### src/rtl/serial_paralelo_rx.sv
// Serial-to-parallel byte receiver with comma-based byte alignment.
// In SEARCH it counts consecutive byte-aligned commas. Once COMMA_COUNT of them
// arrive, it locks the byte phase. From then on it delivers every completed byte
// until the next reset.
module serial_paralelo_rx #(
   parameter logic [7:0]  COMMA       = 8'hBC,
   parameter int unsigned COMMA_COUNT = 4
) (
   input  logic       clk,
   input  logic       reset,
   input  logic       enb,
   input  logic       serial_in,
   output logic [7:0] data_out,
   output logic       valid_out,
   output logic       active,
   output logic       comma_det
);

   typedef enum logic {StSearch, StAligned} state_t;

   localparam logic [3:0] CcTarget = 4'(COMMA_COUNT);

   state_t     r_state, w_state_nxt;
   logic [7:0] r_sr, w_sr_nxt;
   logic [2:0] r_bc, w_bc_nxt;
   logic [3:0] r_cc, w_cc_nxt;
   logic [7:0] r_data, w_data_nxt;
   logic       r_valid, w_valid_nxt;
   logic       r_comma, w_comma_nxt;

   logic [7:0] w_s;
   logic       w_bound;
   logic       w_is_comma;

   assign w_s        = {r_sr[6:0], serial_in};
   assign w_bound    = (r_bc == 3'd7);
   assign w_is_comma = (w_s == COMMA);

   // Next-state: bit shifting, comma counting, alignment and byte delivery.
   always_comb begin
      w_state_nxt = r_state;
      w_sr_nxt    = r_sr;
      w_bc_nxt    = r_bc;
      w_cc_nxt    = r_cc;
      w_data_nxt  = r_data;
      w_valid_nxt = 1'b0;
      w_comma_nxt = 1'b0;
      if (enb) begin
         w_sr_nxt = w_s;
         w_bc_nxt = r_bc + 3'd1;
         case (r_state)
            StSearch: begin
               if (w_is_comma) begin
                  // Any comma, including a sliding one, sets the byte phase.
                  w_bc_nxt = 3'd0;
                  if (w_bound && (r_cc != 4'd0)) begin
                     w_cc_nxt = r_cc + 4'd1;
                  end else begin
                     w_cc_nxt = 4'd1;
                  end
                  if (w_cc_nxt == CcTarget) begin
                     w_state_nxt = StAligned;
                  end
               end else if (w_bound) begin
                  w_cc_nxt = 4'd0;
               end
            end
            StAligned: begin
               // The byte phase is locked, so sliding comma matches are ignored here.
               if (w_bound) begin
                  w_data_nxt  = w_s;
                  w_valid_nxt = !w_is_comma;
                  w_comma_nxt = w_is_comma;
               end
            end
            default: w_state_nxt = StSearch;
         endcase
      end
   end

   // State registers with synchronous active-high reset.
   always_ff @(posedge clk) begin
      if (reset) begin
         r_state <= StSearch;
         r_sr    <= 8'h00;
         r_bc    <= 3'd0;
         r_cc    <= 4'd0;
         r_data  <= 8'h00;
         r_valid <= 1'b0;
         r_comma <= 1'b0;
      end else begin
         r_state <= w_state_nxt;
         r_sr    <= w_sr_nxt;
         r_bc    <= w_bc_nxt;
         r_cc    <= w_cc_nxt;
         r_data  <= w_data_nxt;
         r_valid <= w_valid_nxt;
         r_comma <= w_comma_nxt;
      end
   end

   assign data_out  = r_data;
   assign valid_out = r_valid;
   assign comma_det = r_comma;
   assign active    = (r_state == StAligned);

endmodule

### config.mk
export PLATFORM = sky130hd
export DESIGN_NAME = serial_paralelo_rx
export DESIGN_NICKNAME = d
export VERILOG_FILES = /design/src/rtl/serial_paralelo_rx.sv
export SDC_FILE = /design/constraint.sdc
export NUM_CORES = 1
export LEC_CHECK = 0
export CAP_MARGIN = 20
export CORE_ASPECT_RATIO = 1.5
export CORE_MARGIN = 3
export CORE_UTILIZATION = 52
export DETAILED_ROUTE_END_ITERATION = 8
export PLACE_DENSITY = 0.78
export SKIP_CTS_REPAIR_TIMING = 1
export SKIP_LAST_GASP = 1
export SLEW_MARGIN = 20
export SYNTH_ARGS = -nofsm -noshare
export SYNTH_HDL_FRONTEND = slang
export SYNTH_SLANG_ARGS = --single-unit
export TNS_END_PERCENT = 50
### constraint.sdc
create_clock -name clk -period 1.6 [get_ports clk]
set_input_delay 0.32 -clock clk [delete_from_list [all_inputs] [get_ports clk]]
set_output_delay 0.32 -clock clk [all_outputs]
set_load 0.02 [all_outputs]
### Word-level counts from Yosys, hierarchy flattened

Index checks and enable logic that the tools add are counted.

* register bits: 25
* input bits: 4
* output and inout port bits: 11

* $add $sub $neg: 2
* reductions and logical operators: 7
* multiplexer cells: 11
* bitwise operators: 3
* equality and inequality tests: 3

Operators with widths (count)
* 4-bit 2-to-1 mux: 6
* 8-bit equality test, second input constant: 1
* 3-bit 2-to-1 mux: 2
* 3-bit AND reduction: 2
* 4-bit by 1-bit adder with 4-bit output, second input constant: 1
* 4-bit by 3-bit equality test with 1-bit output, second input constant: 1
* 4-bit nonzero test: 1
* 4-bit OR reduction: 1
* 3-bit by 1-bit adder with 3-bit output, second input constant: 1
* 3-bit equality test, second input constant: 1
* 1-bit 2-to-1 mux: 3
* 1-bit inverter: 3
* 2-bit nonzero test: 1
* 1-bit logical AND: 1
* 1-bit zero test: 1

### Logic depth before layout (Yosys ltp)

* word-level depth: 10
* gate-level depth with buffers: 6
* mapped depth without buffers: 6

### Worst setup path after synthesis

Ideal clock, no wire load.

* path type: register to register
* start point: reg r_cc[0]
* end point: reg r_cc[2]
* data required time: 1.543 ns
* clock period less this slack: 1.441 ns
* data arrival time: 1.384 ns
* stages on the path, launching flop included: 7
* setup slack: 0.159 ns
* buffers on the path: 0
* cell sequence: dfxtp_1 inv_1 ha_1 nor3b_1 or3_4 a211oi_2 a21o_1

* longest elaborated chain between the ends: 7

Ends and longest elaborated chain
* start, declared: RTL line 26 `logic [3:0] r_cc, w_cc_nxt;`
* start signal, assigned: RTL line 95 `r_cc <= w_cc_nxt;`
* parallel branches: the longest is 2 deep, another holds 4-bit by 1-bit adder with 4-bit output
* 4-bit 2-to-1 mux *: RTL line 56 `if (w_bound && (r_cc != 4'd0)) begin`
* 4-bit 2-to-1 mux *: RTL line 53 `if (w_is_comma) begin`
* 4-bit 2-to-1 mux *: RTL line 51 `case (r_state)`
* 4-bit 2-to-1 mux *: RTL line 48 `if (enb) begin`
* 4-bit 2-to-1 mux *: RTL line 53

Mark *: on every way between the ends. The select of a mux whose other input is x is not followed.
A chain may end at the register's enable or synchronous reset.

### Worst setup path after layout

* start point: reg r_data[6], in the netlist data_out[6]
* end point: out data_out[6]

RTL lines
* start, declared: RTL line 27 `logic [7:0] r_data, w_data_nxt;`
* start signal, assigned: RTL line 96 `r_data <= w_data_nxt;`
* end, declared: RTL line 13 `output logic [7:0] data_out,`

No word-level cell between the ends.

==> summary by stage <==
Status
The flow ran to the end, and the final reports show no timing, DRC or antenna violations.

Routing
After detailed routing, the average wire length per cell comes to approximately 13 um. The via density per instance is 5.59. The pre-antenna-repair detailed-routing pass consisted of 4 iterations. Summing over every cut layer, the via total after detailed routing is 906.

After detailed routing, the total wire length is roughly 2.1 mm. The number of DRC markers in iteration 0 is 15. The number of antenna-violating nets in the routed design is 0. In the routed design, unresolved DRC markers number 0.

Die
The number of cell rows is 19. Measured along the x axis, the die boundary spans about 43 um. The area of the die is between 2000 and 3000 um2. The effective utilization at floorplan is around 57%. The placeable core area is roughly 1900 um2.

15 I/O pins were placed. The die extent in y is between 60 and 70 um.

STA
Setup repair after global routing could not meet its margin everywhere. The share of the cycle needed by the critical path after routing is 99.6%. For the final routed database, the setup TNS stands at 0 ns. The worst-case clock skew is roughly 0.005 ns. The minimum period implied by the final worst setup slack is 1.59 ns. The number of endpoints with negative hold slack in the final report is 0. The pin slew with the least headroom to its limit is ~0.33 ns. The count of endpoints failing setup in the final report is 0. Timing would allow up to 627 MHz. The remaining max-slew budget at the tightest pin is 78.3%. The count of final max-slew check failures is 0.

Synth
The number of synthesis warnings is 0. Sequential elements use roughly 46% of the synthesized area. Summing the areas of all and, or, nand and nor instances in the mapped netlist gives 24.9% of the synthesized area. The top flip-flop cell by instance count after synthesis is sky130_fd_sc_hd__dfxtp_1. The fraction of registers with async set/reset is 0%. In this run the biggest area consumer among cell types represents between 40% and 50% of the synthesized area. The synthesized netlist devotes a little under an eighth of its cell area to compound gates.

After synthesis, the share of cell area in mux cells is 7.54%. In the post-synthesis netlist, the biggest area contributors are sky130_fd_sc_hd__dfxtp_1 (46%), sky130_fd_sc_hd__mux2i_1 (6.5%), sky130_fd_sc_hd__nand2_1 (6.3%). After synthesis the cells add up to 1080 um2. After synthesis, the largest family of logic cells by area is simple AND/OR/NAND/NOR gates.

After synthesis the netlist holds a flip-flop and latch count of 25. The parity-gate share of the synthesized area counting xor and xnor cells is 1.62%. Synthesis produced a netlist with a net count of 126.

Of the total synthesized cell area, the portion taken by full adders, half adders and majority gates is 4.64%. The average cell area after synthesis is 9.14 um2. The cell type with the highest aggregate area in the netlist is sky130_fd_sc_hd__dfxtp_1. The synthesized netlist contains 32 unique library cells. In this run, synthesis inferred 0 flip-flops with an integrated enable. The synthesized netlist cell count is 118.

Layout
Of the cells placed in the final design, the portion with a size suffix greater than 1 is 14.9%. The relative area change from synthesis to final layout is 24.4%. The filler cells instantiated in the layout total approximately 160. The antenna cell count is 0. The net total in the final layout is 150.

Power
Across the VDD grid, the largest voltage drop is 0.588 mV. The total power is about 960 uW. For this design the static power due to leakage is roughly 0.58 nW. The power per unit of standard cell area is slightly above 700 nW/um2.

Clock tree
The clock transition at the register clock pins on the worst setup and hold paths after CTS is ~0.12 ns. The tree is rooted in a sky130_fd_sc_hd__clkbuf_4. The number of clock buffers added by TritonCTS is 3.

The total clock sinks is 25. TritonCTS built the clock tree. The clock reaches the later pin of the worst-skew pair after 0.31 ns. The clock passes through at most 2 buffers. In this run the number of H-tree levels came out at 1.

Setup path
STA classifies the critical path endpoint as an output pin. In this run the worst path has a maximum fanout of 2. The critical path is of the reg2out type. The type of origin of the critical path is a flip-flop. In this run the number of cells on the critical path is 1. The critical path buffer and inverter count is 1. The data required time of the worst path is between 1 and 1.5 ns.

The critical path goes through clkdlybuf4s50_1. The stage delay of the slowest cell on the critical path is 0.60 ns. STA puts the critical path data arrival time at 1.27 ns.

The critical path's slowest cell is sky130_fd_sc_hd__clkdlybuf4s50_1. The number of cells traversed by the worst register-to-register path is 6. In this design, the largest share of critical-path delay is due to buffers and inverters.

Global route
Across every metal layer, demand over resource in global routing totals roughly 18%. The global-route wire length before repair is between 3 and 4 mm. The initial antenna violation count is 0.

The number of global-route vias before repair was ~870. The global route total overflow is 0. The maximum number of pins on one net before global-route repair is 14.

Place
The count of buffers added on input and output ports is 14. At the end of routability-driven placement, the weighted congestion stood at about 0.8. The HPWL after detailed placement is ~1.7 mm.

Worst hold path
The path class of the tightest hold or removal check is reg2reg. The hold-critical path depth is 2.

Flow run
The tool flagged a number of max-cap violations equal to 0.
-- registers in the layout, indices dropped and copies added, names as in the netlist --
register and count:
comma_det 1, valid_out 1, active 1, r_sr 7, data_out 8, r_bc 3
r_cc 4
-- kinds of logic after synthesis --
| logic type | count (synthesis) |
|---|---|
| fa+ha+maj | 4 |
| buf+inv | 8 |
| xor+xnor | 2 |
| simple gates | 52 |
| flops | 25 |
| mux | 8 |
| compound gates | 19 |
-- cells in the mapped netlist, types with 2 or more instances --
cell                       number
sky130_fd_sc_hd__nand3b_1       2
sky130_fd_sc_hd__buf_2          2
sky130_fd_sc_hd__ha_1           4
sky130_fd_sc_hd__inv_1          2
sky130_fd_sc_hd__nand2b_1       5
sky130_fd_sc_hd__a21oi_1       11
sky130_fd_sc_hd__nor2_1        12
sky130_fd_sc_hd__dfxtp_1       25
sky130_fd_sc_hd__a22o_1         2
sky130_fd_sc_hd__clkbuf_1       4
sky130_fd_sc_hd__nand2_1       18
sky130_fd_sc_hd__mux2i_1        7
sky130_fd_sc_hd__nor3_1         2
sky130_fd_sc_hd__nand3_1        4
-- layout make-up --
| cell class | count | area [um2] | share of cell area, % |
|---|---|---|---|
| Multi-Input combinational cell | 85 | 546 | 40.7 |
| Inverter | 2 | 7.51 | 0.560 |
| Sequential cell | 25 | 505 | 37.7 |
| Timing Repair Buffer | 25 | 230 | 17.2 |
| Clock buffer | 4 | 26.3 | 1.96 |
| Tap cell | 21 | 26.3 | 1.96 |
-- routing by layer --
metal	track usage (%)	up-vias	share of wire [%]
met5	0	-	0
li1	-	454	-
met1	19.0	431	42
met4	13.8	0	3.1
met2	31.3	14	52
met3	3.17	7	2.5
-- where the power goes --
part	switching, mW	leakage [nW]	internal [mW]	total, mW
Clock	0.169	0.0150	0.0975	0.266
Combinational	0.0309	0.360	0.0318	0.0627
Sequential	0.00629	0.203	0.628	0.634
Total	0.206	0.578	0.757	0.963
-- stage by stage --
stage | instances | cell area (um2) | hold slack [ns] | setup slack, ns | util [%]
final | 162 | 1340 | 0.465 | 0.00615 | 70.5
after global routing | 162 | 1340 | 0.491 | -0.0376 | 70.5
after CTS | 162 | 1330 | 0.472 | -0.111 | 69.9
after detailed placement | 158 | 1300 | 0.454 | -0.124 | 68.5
after global placement | 158 | 1300 | 0.445 | -0.0535 | 68.5
after floorplan | 118 | 1080 | 0.440 | 0.159 | -
-- worst paths after layout --
path / from / end / slack, ns
max: data_out[6] / data_out[6] / 0.006
min: data_out[1] / data_out[1] / 0.46
max reg2reg: r_cc[0] / r_cc[1] / 0.11
min reg2reg: data_out[1] / data_out[1] / 0.46
-- placed cells by master (no fill, tap or decap), types with 3 or more instances in the layout --
cell / instances
sky130_fd_sc_hd__clkbuf_4: 3
sky130_fd_sc_hd__ha_1: 4
sky130_fd_sc_hd__nand3_1: 4
sky130_fd_sc_hd__clkdlybuf4s50_1: 11
sky130_fd_sc_hd__dlymetal6s2s_1: 3
sky130_fd_sc_hd__buf_4: 11
sky130_fd_sc_hd__dfxtp_1: 23
sky130_fd_sc_hd__mux2i_1: 7
sky130_fd_sc_hd__a21oi_1: 11
sky130_fd_sc_hd__nand2b_1: 5
sky130_fd_sc_hd__nor2_1: 12
sky130_fd_sc_hd__nand2_1: 18
(Power assumes the default switching activity.)
